[src/rtl/freelist_nway.sv]
// N-way physical-register free list with wrap-bit head/tail pointers and compacted allocate/return.
// Optional sticky error checking is built only when FREELIST_ERR_EN is defined.
module freelist_nway #(
   parameter int WAYS      = 3,
   parameter int DEPTH     = 32,
   parameter int PR_W      = 6,
   parameter int ARCH_REGS = 32
) (
   input  logic                       clock,
   input  logic                       reset,
   input  logic [WAYS-1:0]            dispatch_en,
   output logic [WAYS*PR_W-1:0]       free_reg,
   output logic [WAYS-1:0]            free_valid,
   output logic                       dispatch_stall,
   input  logic [WAYS-1:0]            retire_en,
   input  logic [WAYS*PR_W-1:0]       retire_reg,
   input  logic                       recover_en,
   input  logic [$clog2(DEPTH):0]     recover_head,
   output logic [$clog2(DEPTH):0]     head_ptr,
   output logic [$clog2(DEPTH):0]     count,
   output logic                       fl_error
);

   localparam int AW = $clog2(DEPTH);
   localparam int PW = AW + 1;
   localparam logic [PW:0] DEPTH_X = (PW+1)'(DEPTH);

   logic [PR_W-1:0] mem [DEPTH];
   logic [PW-1:0]   head, tail;
   logic [PW-1:0]   d_rank [WAYS];
   logic [PW-1:0]   r_rank [WAYS];
   logic [AW-1:0]   r_idx  [WAYS];
   logic [PW-1:0]   d_pop, r_pop, g_pop;
   logic            stall_c, overflow;

   assign count    = tail - head;
   assign head_ptr = head;

   // Ranks give each enabled way its slot offset from head (dispatch) or tail (retire).
   always_comb begin
      d_pop = '0;
      r_pop = '0;
      for (int i = 0; i < WAYS; i++) begin
         d_rank[i] = d_pop;
         r_rank[i] = r_pop;
         r_idx[i]  = tail[AW-1:0] + r_pop[AW-1:0];
         d_pop     = d_pop + PW'(dispatch_en[i]);
         r_pop     = r_pop + PW'(retire_en[i]);
      end
   end

   assign stall_c        = (d_pop > count) && !recover_en;
   assign dispatch_stall = stall_c;
   assign g_pop          = (stall_c || recover_en) ? '0 : d_pop;

   // Allocated entries leave the list this cycle, so their slots may take returned tags.
   assign overflow = ({1'b0, count} + {1'b0, r_pop}) > (DEPTH_X + {1'b0, g_pop});

   always_comb begin
      logic [AW-1:0] idx;
      idx        = '0;
      free_reg   = '0;
      free_valid = '0;
      for (int i = 0; i < WAYS; i++) begin
         idx = head[AW-1:0] + d_rank[i][AW-1:0];
         free_reg[i*PR_W +: PR_W] = mem[idx];
         free_valid[i] = dispatch_en[i] && (d_rank[i] < count) && !stall_c
                         && !recover_en && !reset;
      end
   end

   always_ff @(posedge clock or posedge reset) begin
      if (reset) begin
         head <= '0;
         tail <= PW'(DEPTH);
         for (int i = 0; i < DEPTH; i++) begin
            mem[i] <= PR_W'(ARCH_REGS + i);
         end
      end else begin
         head <= recover_en ? recover_head : head + g_pop;
         if (!overflow) begin
            tail <= tail + r_pop;
            for (int i = 0; i < WAYS; i++) begin
               if (retire_en[i]) begin
                  mem[r_idx[i]] <= retire_reg[i*PR_W +: PR_W];
               end
            end
         end
      end
   end

`ifdef FREELIST_ERR_EN
   logic          err_q, dup;
   logic [PW-1:0] rec_span;

   assign rec_span = tail - recover_head;

   always_comb begin
      dup = 1'b0;
      for (int i = 0; i < WAYS; i++) begin
         for (int j = 0; j < i; j++) begin
            if (retire_en[i] && retire_en[j] &&
                retire_reg[i*PR_W +: PR_W] == retire_reg[j*PR_W +: PR_W]) begin
               dup = 1'b1;
            end
         end
      end
   end

   always_ff @(posedge clock or posedge reset) begin
      if (reset) begin
         err_q <= 1'b0;
      end else if (overflow || dup || (recover_en && rec_span > PW'(DEPTH))) begin
         err_q <= 1'b1;
      end
   end

   assign fl_error = err_q;
`else
   assign fl_error = 1'b0;
`endif

endmodule

[config.mk]
export PLATFORM = sky130hd
export DESIGN_NAME = freelist_nway
export DESIGN_NICKNAME = d
export VERILOG_FILES = /design/src/rtl/freelist_nway.sv
export SDC_FILE = /design/constraint.sdc
export NUM_CORES = 1
export LEC_CHECK = 0
export BUFFER_PORTS_ARGS = -buffer_cell sky130_fd_sc_hd__buf_2
export CAP_MARGIN = 25
export CORE_MARGIN = 3
export CORE_UTILIZATION = 40
export CTS_BUF_LIST = sky130_fd_sc_hd__clkbuf_16
export DETAILED_ROUTE_END_ITERATION = 12
export PLACE_DENSITY = 0.63
export SETUP_SLACK_MARGIN = 0.5
export SLEW_MARGIN = 20
export SYNTH_ARGS = -nofsm -noshare
export SYNTH_HDL_FRONTEND = slang
export SYNTH_SLANG_ARGS = --single-unit
[constraint.sdc]
create_clock -name clock -period 7.7 [get_ports clock]
set_input_delay 1.155 -clock clock [delete_from_list [all_inputs] [get_ports clock]]
set_output_delay 1.155 -clock clock [all_outputs]
set_load 0.01 [all_outputs]
==> results.sh, run 1 <==
export IMPL_grt_pass1_vias=17180
export IMPL_cts_sinks=204
export IMPL_layout_nets=1949
export IMPL_multi_input_area_um2=14770
export IMPL_grt_pass1_wl_um=119100
export IMPL_design_die_area_um2=54690
export IMPL_worst_setup_path_type="flip-flop to flip-flop"
export IMPL_grt_max_degree=73
export IMPL_synth_nets=2003
export IMPL_ys_warn_count=0
export IMPL_synth_seq_cells=204
export IMPL_routed_wl_um=81530
export IMPL_final_cell_area_um2=22500
export IMPL_min_period_ps=6085
export IMPL_drive_gt1_share_pct=43.19
export IMPL_synth_cell_types=65
export IMPL_end_kind="flip-flop"
export IMPL_post_cts_buffers=0
export IMPL_routedWlPerCell_um=31.75
export IMPL_drt_iter0_markers=2125
export IMPL_ys_top_cells_by_count="mux2_2, mux2i_1, o21ai_0, mux4_2, nand2_1"
export IMPL_core_rowCount=82
export IMPL_cp_start_kind="flip-flop"
export IMPL_start_util_pct=40.98
export IMPL_yosys_area_top_type="mux4_2"
export IMPL_synth_flop_cell="dfstp_2"
export IMPL_yosysSeqAreaShare_pct=25.26
export IMPL_port_buffers=66
export IMPL_cts_buffer_depth=3
export IMPL_fill_cells=4664
export IMPL_grt_antenna_before_repair=1
export IMPL_gp_congestion=1.060
export IMPL_skew_ps=11.26
export IMPL_power_leakage_uw=0.009336
export IMPL_grt_usage_pct=29.41
export IMPL_drc=0
export IMPL_htree_levels=1
export IMPL_worstPathArrival_ps=6530
export IMPL_viasPerCell=6.861
export IMPL_period_share_pct=79.02
export IMPL_timing_slew_headroom_pct=22.70
export IMPL_worstPathRequired_ps=8140
export IMPL_vias=17620
export IMPL_synth_edff_count=0
export IMPL_ir_drop_mv=0.5791
export IMPL_outcome="completed"
export IMPL_async_reset_ff_share_pct=100.0
export IMPL_placed_cell_area_um2=21590
export IMPL_synth_top_area_share_pct=19.52
export IMPL_path_clk_slew_ps=60
export IMPL_finish_utilization_pct=44.39
export IMPL_syn_area_um2=20770
export IMPL_hold_depth=2
export IMPL_area_growth_syn_to_layout_pct=8.320
export IMPL_die_width_um=233.9
export IMPL_critPathMaxFanout=63
export IMPL_hold_path_class="flip-flop to flip-flop"
export IMPL_grt_ovfl_total=0
export IMPL_cts_made_buffers=26
export IMPL_drv_slew=0
export IMPL_cap_violations=0
export IMPL_ctsRootBufferMaster="clkbuf_16"
export IMPL_seqCellArea_um2=5251
export IMPL_insertion_delay_ps=560
export IMPL_syn_inst=1928
export IMPL_syn_area_per_cell_um2=10.77
export IMPL_tightest_slew_ps=1159
export IMPL_synth_area_leaders="mux4_2, mux2_2, dfstp_2"
export IMPL_core_area_um2=50680
export IMPL_first_pass_iters=5
export IMPL_hold_viol_final=0
export IMPL_tritoncts="done"
export IMPL_num_io_pins=68
export IMPL_fmax_mhz=164.4
export IMPL_power_density_nw_per_um2=508.0
export IMPL_die_h_um=233.9
export IMPL_grt_setup_unrepaired="no"
export IMPL_fin_setup_tns_ps=0
export IMPL_setup_violations=0
export IMPL_cts_resized=0
export IMPL_r2r_cells=19
export IMPL_yosysMostFrequentCell="mux2_2"
export IMPL_antenna_left=0
export IMPL_dpl_hpwl_um=53540
export IMPL_holdBufCountCts=0
routing by layer:
layer,vias up,track usage [%],wire (µm)
li1,7165,-,-
met1,8885,39.17,30650
met2,1262,44.47,35290
met3,308,7.665,10370
met4,0,14.52,5220
met5,-,0,0
logic make-up after synthesis:
logic type	Yosys count	share of synthesized area (%)
AO/OA/AOI/OAI	262	6.747
XOR/XNOR	25	1.090
adder cells (fa/ha/maj)	43	2.868
buffers and inverters	209	4.241
flip-flops	204	25.26
multiplexers	756	50.18
other	1	0.01806
AND/OR/NAND/NOR	428	9.591
power breakdown:
group	internal, µW	switching [µW]
sequential	1690	697
clock	761	530
combinational	3570	4190
total	6020	5410
worst max-delay path, stage by stage (launching register included):
cell      delay (ps)
dfrtp_4          680
ha_1             310
fa_1             400
xnor2_1          480
inv_1            110
ha_1             330
o21a_1           100
o21ai_0          290
nor2_1           130
nor2_1           110
nand2_1          130
ha_1             340
nor2b_1          130
o21ai_0          110
a32o_1           220
o2111a_1         260
o21ai_4          160
and2_4           810
buf_4            440
mux2_2           370
final cells by class:
cell class | count | area share [%]
well taps | 672 | 3.737
repair buffers | 105 | 2.992
multi-input cells | 1515 | 65.67
flip-flops and latches | 204 | 23.34
clock inverters | 21 | 0.8287
clock buffers | 27 | 3.003
diodes | 2 | 0.02225
inverters | 22 | 0.4004
cell usage in the layout (no fill, tap or decap), types with 17 or more instances in the layout:
cell type | synthesis | final
dfstp_2 | 113 | 113
mux2_4 | 43 | 43
a21oi_1 | 36 | 36
buf_4 | 2 | 32
mux2i_1 | 223 | 223
nand2_1 | 153 | 153
xnor2_1 | 19 | 17
nand3_1 | 113 | 113
nor2_1 | 77 | 77
mux4_2 | 180 | 180
dfrtp_1 | 91 | 89
mux2_2 | 310 | 310
buf_2 | 29 | 69
ha_1 | 34 | 31
clkbuf_16 | 0 | 27
inv_1 | 20 | 30
o21ai_0 | 191 | 191
sequential cells by signal, indices dropped and copies added (netlist names):
register / flops
tail: 6
head_ptr: 6
mem: 192
path summary, 6_finish.rpt:
kind | start | to | slack (ps)
setup / recovery | head_ptr[0] | mem[6] | 1620
hold / removal | mem[28] | mem[28] | 520
setup reg to reg | head_ptr[0] | mem[6] | 1620
hold reg to reg | mem[28] | mem[28] | 520
max in group asynchronous | reset | mem[170] | 5740
min in group asynchronous | reset | head_ptr[2] | 680
stage by stage:
step	power (µW)	hold WS, ps	setup slack [ps]	cells
after floorplan	7776	471.0	1165	1928
after global placement	9737	493.1	1651	2513
after detailed placement	9917	504.8	1599	2517
after CTS	11220	518.5	1643	2565
after global routing	11910	534.4	1315	2566
final	11430	518.7	1615	2568
Note: power is estimated with default switching activity, not from simulation.
==> run 2: changes to the inputs <==
- clock period: 7.7 -> 5.6 ns (I/O delays scaled with it)
==> run 2 against run 1 <==
Compared with the run above: total power increased by 42%; sequential power increased by 29%; largest cell class unchanged; hold slack got worse by 270 ps; critical path depth decreased by 12; via count increased by 0.24%; critical endpoint is now free_reg[9]; sequential cell count unchanged.
==> results.sh, run 2 (synthesized netlist as in run 1, its figures left out) <==
export IMPL_outcome="completed"
export IMPL_hold_path_class="input port to async pin"
export IMPL_first_pass_iters=5
export IMPL_seq_power_share_pct=18.9
export IMPL_fill_cells=4665
export IMPL_cts_buffer_depth=3
export IMPL_worstPathRequired_ps=4760
export IMPL_drv_slew=0
export IMPL_switching_share_pct=46.93
export IMPL_power_density_nw_per_um2=714.7
export IMPL_ctsRootBufferMaster="clkbuf_16"
export IMPL_fmax_mhz=199.0
export IMPL_grt_pass1_vias=17060
export IMPL_die_width_um=233.9
export IMPL_gp_congestion=1.022
export IMPL_min_period_ps=5026
export IMPL_pre_cts_slack_ps=348.7
export IMPL_routedWlPerCell_um=30.37
export IMPL_start_util_pct=40.98
export IMPL_design_die_area_um2=54690
export IMPL_timing_slew_headroom_pct=23.53
export IMPL_end_kind="primary output"
export IMPL_core_rowCount=82
export IMPL_clkPwrFrac_pct=9.6
export IMPL_drc=0
export IMPL_ir_drop_mv=0.8432
export IMPL_cts_made_buffers=26
export IMPL_largest_register="mem"
export IMPL_tightest_slew_ps=1147
export IMPL_holdBufCountCts=0
export IMPL_hold_viol_final=0
export IMPL_drt_iter0_markers=2288
export IMPL_internal_power_uw=8611
export IMPL_htree_levels=1
export IMPL_timing_reg2reg_setup_slack_ps=750
export IMPL_final_common_cell="mux2_2"
export IMPL_power_switching_uw=7615
export IMPL_worst_setup_path_type="flip-flop to primary output"
export IMPL_insertion_delay_ps=570
export IMPL_cap_violations=0
export IMPL_cts_sinks=204
export IMPL_layout_nets=1969
export IMPL_fin_ws_ps=573.9
export IMPL_grt_ovfl_total=0
export IMPL_critPathMaxFanout=54
export IMPL_die_h_um=233.9
export IMPL_setup_violations=0
export IMPL_port_buffers=66
export IMPL_worstPathArrival_ps=4190
export IMPL_num_io_pins=68
export IMPL_final_cell_mix="mux2_2, mux2i_1, o21ai_0, mux4_2, nand2_1"
export IMPL_tritoncts="done"
export IMPL_grt_max_degree=101
export IMPL_grt_pass1_wl_um=114500
export IMPL_core_area_um2=50680
export IMPL_power_leakage_uw=0.009446
export IMPL_area_growth_syn_to_layout_pct=9.314
export IMPL_dpl_hpwl_um=50980
export IMPL_grt_usage_pct=28.03
export IMPL_skew_ps=12.52
export IMPL_routed_wl_um=78530
export IMPL_vias=17660
export IMPL_drive_gt1_share_pct=43.81
export IMPL_power_frac_comb_pct=71.5
export IMPL_grt_antenna_before_repair=5
export IMPL_grt_setup_unrepaired="no"
export IMPL_viasPerCell=6.830
export IMPL_path_clk_slew_ps=60
export IMPL_antenna_left=0
export IMPL_largest_reg_flops=192
export IMPL_fin_setup_tns_ps=0
export IMPL_period_share_pct=89.75
export IMPL_cp_start_kind="flip-flop"
==> run 2: changes by cell type in the layout (fill, tap and decap cells not counted), sizes merged <==
cell / previous run / this run
and2: 4 / 5
clkinv: 7 / 9
buf: 105 / 122
clkinvlp: 0 / 1
bufinv: 4 / 0
diode: 2 / 1
clkbuf: 27 / 29
==> run 2: final timing paths <==
path / start / cells after the start / to
worst max-delay path: head_ptr[1] / 7 / free_reg[9]
worst min-delay path: reset / 2 / mem[18]
worst max register to register: head_ptr[0] / 19 / mem[161]
worst min register to register: mem[97] / 2 / mem[97]
max in group asynchronous: reset / 3 / mem[150]
min in group clock: mem[97] / 2 / mem[97]
==> run 2: power groups by stage <==
stage	Sequential, µW	Combinational (µW)	Clock, µW
3_5_place_dp	3050	10700	0
2_1_floorplan	2720	7980	0
4_1_cts	3020	10700	1570
6_report	3070	11600	1550
3_3_place_gp	2990	10500	0
5_1_grt	3130	12200	1630
==> run 2: per-layer routing <==
| metal | wire length (µm) | global-route usage (%) | vias to the layer above |
|---|---|---|---|
| met5 | 27 | 0 | - |
| met4 | 5483 | 15.72 | 4 |
| met3 | 9988 | 6.621 | 311 |
| met2 | 33340 | 41.19 | 1295 |
| met1 | 29690 | 38.00 | 8848 |
| li1 | - | - | 7204 |
==> run 2: worst max-delay path: stages (launching register included) <==
cell     delay, ps
dfrtp_2        390
buf_4          720
ha_2           790
buf_12         270
mux4_2         400
mux4_2         530
mux2_2         330
buf_2          150
==> run 2: final cells by class <==
type | instances | area, µm² | area share, %
antenna | 1 | 2.502 | 0.01102
clock buffer | 27 | 675.6 | 2.976
clock inverter | 20 | 75.07 | 0.3307
inverter | 22 | 86.33 | 0.3803
multi-input combinational | 1516 | 14790 | 65.14
sequential | 204 | 5251 | 23.13
tap | 672 | 840.8 | 3.704
timing repair buffer | 124 | 982.2 | 4.326
==> run 2: timing repair <==
item,in CTS,in global routing
endpoints found under the hold margin,0,0
setup buffers,0,7
gates resized for setup,0,8
setup endpoints to repair,0,170
==> run 2: through the flow <==
stage | power, µW | utilization, % | cells | cell area (µm²) | hold slack (ps)
after detailed placement | 13760 | 42.90 | 2526 | 21740 | 489.9
final | 16230 | 44.79 | 2586 | 22700 | 249.6
after global routing | 16920 | 44.79 | 2585 | 22700 | 243.7
after CTS | 15340 | 44.38 | 2573 | 22490 | 498.1
after floorplan | 10700 | - | 1928 | 20780 | 471.0
after global placement | 13440 | 42.86 | 2524 | 21720 | 486.5
